$ cat src/rtl/pipe_stage_buf.sv
// Two-entry skid buffer for a pipeline stage boundary, with exception blocking
// (first excepting entry blocks all later entries until flush) and flush support.
module pipe_stage_buf #(
  parameter int DATA_W     = 160,
  parameter int EXC_W      = 5,
  parameter int EXC_CODE_W = 3
) (
  input  logic                  clk,
  input  logic                  rst_n,
  input  logic                  in_valid,
  output logic                  in_ready,
  input  logic [DATA_W-1:0]     in_data,
  input  logic [EXC_W-1:0]      in_exc,
  input  logic                  in_ds,
  input  logic                  flush,
  output logic                  out_valid,
  input  logic                  out_ready,
  output logic [DATA_W-1:0]     out_data,
  output logic [EXC_W-1:0]      out_exc,
  output logic                  out_ds,
  output logic                  out_exc_any,
  output logic [EXC_CODE_W-1:0] out_exc_code,
  output logic [1:0]            occupancy
);

  typedef enum logic [1:0] {
    EMPTY = 2'd0,
    ONE   = 2'd1,
    TWO   = 2'd2
  } state_e;

  state_e              state_q, state_d;
  logic [DATA_W-1:0]   main_data_q, main_data_d, skid_data_q, skid_data_d;
  logic [EXC_W-1:0]    main_exc_q, main_exc_d, skid_exc_q, skid_exc_d;
  logic                main_ds_q, main_ds_d, skid_ds_q, skid_ds_d;
  logic                exc_blk_q, exc_blk_d;

  logic                main_vld, skid_vld;
  logic                in_xfer, out_xfer, accept;

  assign main_vld  = (state_q != EMPTY);
  assign skid_vld  = (state_q == TWO);
  assign occupancy = state_q;

  // Both terms are registers, so out_ready never reaches in_ready.
  assign in_ready  = ~skid_vld | exc_blk_q;
  assign out_valid = main_vld;

  assign in_xfer  = in_valid & in_ready;
  assign out_xfer = out_valid & out_ready;
  assign accept   = in_xfer & ~exc_blk_q & ~flush;

  always_comb begin
    state_d     = state_q;
    main_data_d = main_data_q;
    main_exc_d  = main_exc_q;
    main_ds_d   = main_ds_q;
    skid_data_d = skid_data_q;
    skid_exc_d  = skid_exc_q;
    skid_ds_d   = skid_ds_q;
    exc_blk_d   = exc_blk_q;

    case (state_q)
      EMPTY: begin
        if (accept) begin
          main_data_d = in_data;
          main_exc_d  = in_exc;
          main_ds_d   = in_ds;
          state_d     = ONE;
        end
      end
      ONE: begin
        if (accept && out_xfer) begin
          main_data_d = in_data;
          main_exc_d  = in_exc;
          main_ds_d   = in_ds;
        end else if (accept) begin
          skid_data_d = in_data;
          skid_exc_d  = in_exc;
          skid_ds_d   = in_ds;
          state_d     = TWO;
        end else if (out_xfer) begin
          state_d = EMPTY;
        end
      end
      TWO: begin
        if (out_xfer) begin
          main_data_d = skid_data_q;
          main_exc_d  = skid_exc_q;
          main_ds_d   = skid_ds_q;
          state_d     = ONE;
        end
      end
      default: state_d = EMPTY;
    endcase

    if (accept && (|in_exc)) exc_blk_d = 1'b1;

    if (flush) begin
      state_d   = EMPTY;
      exc_blk_d = 1'b0;
    end
  end

  always_ff @(posedge clk or negedge rst_n) begin
    if (!rst_n) begin
      state_q     <= EMPTY;
      main_data_q <= '0;
      main_exc_q  <= '0;
      main_ds_q   <= 1'b0;
      skid_data_q <= '0;
      skid_exc_q  <= '0;
      skid_ds_q   <= 1'b0;
      exc_blk_q   <= 1'b0;
    end else begin
      state_q     <= state_d;
      main_data_q <= main_data_d;
      main_exc_q  <= main_exc_d;
      main_ds_q   <= main_ds_d;
      skid_data_q <= skid_data_d;
      skid_exc_q  <= skid_exc_d;
      skid_ds_q   <= skid_ds_d;
      exc_blk_q   <= exc_blk_d;
    end
  end

  // Stale register contents are masked so an empty stage presents zeros.
  assign out_data    = main_vld ? main_data_q : '0;
  assign out_exc     = main_vld ? main_exc_q  : '0;
  assign out_ds      = main_vld & main_ds_q;
  assign out_exc_any = |out_exc;

  always_comb begin
    out_exc_code = '0;
    for (int unsigned i = 0; i < EXC_W; i++) begin
      if (out_exc[EXC_W-1-i]) out_exc_code = EXC_CODE_W'(EXC_W - 1 - i);
    end
  end

endmodule

$ cat config.mk
export PLATFORM = sky130hd
export DESIGN_NAME = pipe_stage_buf
export DESIGN_NICKNAME = d
export VERILOG_FILES = /design/src/rtl/pipe_stage_buf.sv
export SDC_FILE = /design/constraint.sdc
export NUM_CORES = 1
export LEC_CHECK = 0
export CAP_MARGIN = 25
export CORE_MARGIN = 2
export CORE_UTILIZATION = 30
export CTS_CLUSTER_DIAMETER = 80
export CTS_CLUSTER_SIZE = 40
export DETAILED_ROUTE_END_ITERATION = 8
export PLACE_DENSITY_LB_ADDON = 0.3
export REMOVE_ABC_BUFFERS = 1
export SLEW_MARGIN = 30
export SYNTH_ARGS = -nofsm -noshare
export SYNTH_HDL_FRONTEND = slang
export SYNTH_SLANG_ARGS = --single-unit
export TNS_END_PERCENT = 1
$ cat constraint.sdc
create_clock -name clk -period 2 [get_ports clk]
set_input_delay 0.2 -clock clk [delete_from_list [all_inputs] [get_ports clk]]
set_output_delay 0.2 -clock clk [all_outputs]
set_load 0.01 [all_outputs]
==> metrics.txt <==
# TYPE chip_impl_metric gauge
chip_impl_info{name="run_status",value="finished, violations left"} 1
chip_impl_info{name="violations_in_the_final_reports",value="negative setup slack"} 1
chip_impl_metric{name="post-route-period-util",unit="%"} 102
chip_impl_metric{name="avgRoutedWirePerCell",unit="um"} 17.0
chip_impl_metric{name="timing.critical_path.buf_inv",unit=""} 2
chip_impl_metric{name="worst_setup_slack_final",unit="ns"} -0.0491
chip_impl_metric{name="design.core.area",unit="sq um"} 51300
chip_impl_metric{name="postCtsSetupBuffers",unit=""} 0
chip_impl_metric{name="ant_nets",unit=""} 0
chip_impl_info{name="crit_path_start_kind",value="flop"} 1
chip_impl_metric{name="netlist-cell-type-count",unit=""} 27
chip_impl_info{name="end_kind",value="flop"} 1
chip_impl_metric{name="globalplace.congestion",unit=""} 0.749
chip_impl_info{name="yosys-top-cells-count",value="dfrtp_1, nor2_1, a21oi_1, mux2i_1, and2_1"} 1
chip_impl_metric{name="timing.reg2reg.worst_path_depth",unit=""} 5
chip_impl_metric{name="max_cap_violations",unit=""} 0
chip_impl_info{name="yosysMostFrequentCell",value="dfrtp_1"} 1
chip_impl_metric{name="finalWirelength",unit="um"} 40000
chip_impl_metric{name="ioPinCount",unit=""} 345
chip_impl_info{name="path_class",value="reg -> reg"} 1
chip_impl_metric{name="yosys_warnings",unit=""} 0
chip_impl_metric{name="placement.io_buffers",unit=""} 344
chip_impl_metric{name="die_x",unit="um"} 232
chip_impl_metric{name="postSynth.asyncResetShare",unit="%"} 100
chip_impl_metric{name="ir_worst_vdd",unit="mV"} 0.595
chip_impl_metric{name="floorplan.initialDensity",unit="%"} 30.4
chip_impl_metric{name="synth-seq-cells",unit=""} 335
chip_impl_metric{name="die_area",unit="sq um"} 53800
chip_impl_info{name="worst_setup_path_startpoint",value="exc_blk_q$_DFFE_PN0P_"} 1
chip_impl_metric{name="post_synthesis_cell_area",unit="sq um"} 15600
chip_impl_metric{name="grt_antenna_before_repair",unit=""} 3
chip_impl_metric{name="achievable-frequency",unit="GHz"} 0.488
chip_impl_metric{name="inserted_clock_buffers",unit=""} 21
chip_impl_metric{name="cts_max_path_buffers",unit=""} 3
chip_impl_metric{name="crit_fanout",unit=""} 19
chip_impl_info{name="cp_top_family",value="simple AND/OR/NAND/NOR gates"} 1
chip_impl_info{name="cts-root-buf",value="clkbuf_16"} 1
chip_impl_metric{name="h-tree-depth",unit=""} 1
chip_impl_info{name="ys_dominant_reg_cell",value="dfrtp_1"} 1
chip_impl_metric{name="finClkSkew",unit="ns"} 0.0180
chip_impl_metric{name="synthToLayoutAreaGrowth",unit="%"} 35.4
chip_impl_metric{name="cp.required",unit="ns"} 2.42
chip_impl_metric{name="numPlacedInstances",unit=""} 2309
chip_impl_info{name="netlist_top_cells_area",value="dfrtp_1, mux2_4, mux2i_1"} 1
chip_impl_metric{name="timing.final.hold_violations",unit=""} 0
chip_impl_metric{name="clk_transition_reported_paths",unit="ns"} 0.10
chip_impl_metric{name="finalMaxSlewViolations",unit=""} 0
chip_impl_metric{name="drt_iter0_markers",unit=""} 506
chip_impl_info{name="cp_slowest_cell",value="or3b_4"} 1
chip_impl_metric{name="post_synth_inst_count",unit=""} 1288
chip_impl_metric{name="drt_pre_antenna_iters",unit=""} 5
chip_impl_metric{name="worst_path_largest_cell_delay",unit="ns"} 0.43
chip_impl_metric{name="grt_use_total",unit="%"} 14.4
chip_impl_metric{name="final_layout_size_suffix_gt1_share",unit="%"} 32.2
chip_impl_metric{name="power.density",unit="nW/um^2"} 909
chip_impl_metric{name="grt_max_degree",unit=""} 82
chip_impl_info{name="tritoncts",value="yes"} 1
chip_impl_metric{name="setup_viol",unit=""} 139
chip_impl_metric{name="syn_avg_cell_area",unit="sq um"} 12.1
chip_impl_info{name="worst_hold_path_type",value="in -> async"} 1
chip_impl_metric{name="route.vias.total",unit=""} 10639
chip_impl_metric{name="cell_count_final_fillers_out",unit=""} 2350
chip_impl_info{name="chain_of_cells_forming_the_critical_path",value="or3b_4 > or3b_4 > buf_12 > buf_12 > mux2_4"} 1
chip_impl_metric{name="grt_pass1_vias",unit=""} 10902
chip_impl_metric{name="yosysTopAreaCellShare",unit="%"} 53.8
chip_impl_metric{name="slew_headroom",unit="%"} 69.5
chip_impl_metric{name="power.static_leakage",unit="nW"} 10.9
chip_impl_metric{name="worst_pin_slew",unit="ns"} 0.458
chip_impl_metric{name="floorplan.die.height",unit="um"} 232
chip_impl_metric{name="final_net_count",unit=""} 1828
chip_impl_info{name="setup_repair_after_global_routing_missed_its_margin",value="yes"} 1
chip_impl_info{name="yosys.area.top_type",value="dfrtp_1"} 1
chip_impl_metric{name="yosysSeqAreaShare",unit="%"} 53.8
chip_impl_metric{name="crit_cells",unit=""} 5
chip_impl_metric{name="dp_hpwl",unit="um"} 28800
chip_impl_metric{name="grt_pass1_wl",unit="um"} 62400
chip_impl_metric{name="grt.overflow.total",unit=""} 0
chip_impl_metric{name="drt_drc_violations_left",unit=""} 0
chip_impl_metric{name="arrival",unit="ns"} 2.47
chip_impl_metric{name="setup-tns-final",unit="ns"} -2.72
chip_impl_metric{name="clock_sinks",unit=""} 335
chip_impl_metric{name="finalCriticalPeriod",unit="ns"} 2.05
chip_impl_info{name="worst_r2r_startpoint",value="exc_blk_q$_DFFE_PN0P_"} 1
chip_impl_metric{name="clk_latency",unit="ns"} 0.55
chip_impl_metric{name="drt_via_density",unit=""} 4.53
chip_impl_metric{name="synth_edf_count",unit=""} 0
chip_impl_metric{name="placementRows",unit=""} 83
chip_impl_metric{name="layout.filler_cells",unit=""} 4985
[cell type report]
class | count | area [sq um] | area share (%)
well taps | 680 | 851 | 4.03
flip-flops and latches | 335 | 8380 | 39.7
inverters | 2 | 10.0 | 0.0475
diodes | 1 | 2.50 | 0.0119
clock inverters | 11 | 140 | 0.664
clock buffers | 24 | 547 | 2.59
multi-input cells | 858 | 6870 | 32.6
repair buffers | 439 | 4280 | 20.3
[worst reg2reg max path: cells and delay by family, from the launching register on]
kind	cells	cell delay, ns
multiplexers	1	0.31
AND/OR/NAND/NOR	2	0.84
buffers and inverters	2	0.39
flip-flops	1	0.40
[layout by cell type (no fill, tap or decap), types with 15 or more instances in the layout]
cell type        count
dfrtp_1            335
nor2_1             172
clkdlybuf4s50_1    171
a21oi_1            168
mux2i_1            167
mux2_4             129
and2_1              99
buf_2               90
buf_6               73
and2_4              66
buf_4               44
mux2_2              37
buf_12              35
clkbuf_16           25
clkbuf_2            15
[timing repair]
item	CTS	global route
resized for setup	671	140
endpoints found under the hold margin	200	0
hold buffers	1	0
pin swaps	3	53
gates cloned	0	4
setup endpoints to repair	301	316
[through the flow]
stage	hold WS [ns]	utilization (%)	setup WS (ns)	cell area (sq um)	total power, mW
global route	0.0849	41.1	-0.123	21100	20.3
floorplan	-0.0956	-	-9.67	15100	12.5
CTS	0.0587	40.2	-0.126	20600	19.1
finish	0.0946	41.1	-0.0491	21100	19.2
global placement	0.0885	40.0	-0.356	20500	14.5
detailed placement	0.0880	40.0	-0.373	20500	14.7
[flip-flops by register name (all words and copies together) (netlist names)]
| signal | flops |
|---|---|
| main_data_q | 160 |
| skid_data_q | 160 |
| skid_ds_q | 1 |
| occupancy | 2 |
| main_exc_q | 5 |
| exc_blk_q | 1 |
| skid_exc_q | 5 |
| main_ds_q | 1 |
[where the power goes]
| part | total (mW) | internal (mW) | switching, mW | leakage [nW] |
|---|---|---|---|---|
| Combinational | 5.01 | 3.07 | 1.93 | 6.57 |
| Clock | 4.62 | 2.08 | 2.54 | 0.332 |
| Sequential | 9.54 | 8.55 | 0.993 | 3.96 |
| Total | 19.2 | 13.7 | 5.46 | 10.9 |
[path summary, 6_finish.rpt]
check	endpoint	slack, ns
worst max-delay path	skid_data_q[63]$_DFFE_PN0P_	-0.05
worst min-delay path	main_data_q[14]$_DFFE_PN0P_	0.09
worst max register to register	skid_data_q[63]$_DFFE_PN0P_	-0.05
worst min register to register	skid_data_q[2]$_DFFE_PN0P_	0.51
max in group asynchronous	main_data_q[5]$_DFFE_PN0P_	1.11
min in group clk	skid_data_q[0]$_DFFE_PN0P_	0.30
[kinds of logic (layout without fill, tap and decap cells)]
family                 count (synthesis)  in the layout  synth area share, %
and+or+nand+nor                      352            352                 11.3
DFF                                  335            335                 53.8
muxes                                333            333                 25.8
AOI/OAI and AO/OA                    173            173                 5.67
buffers and inverters                 95            476                 3.33
other                                  0              1                    0
[per-layer routing]
metal  track usage, %  up-vias  wire (um)
li1                 -     5118          -
met1             20.1     5259      18100
met2             23.2      216      19000
met3             2.86       40       2250
met4             3.00        6        619
met5                0        -         35
(Power assumes the default switching activity.)
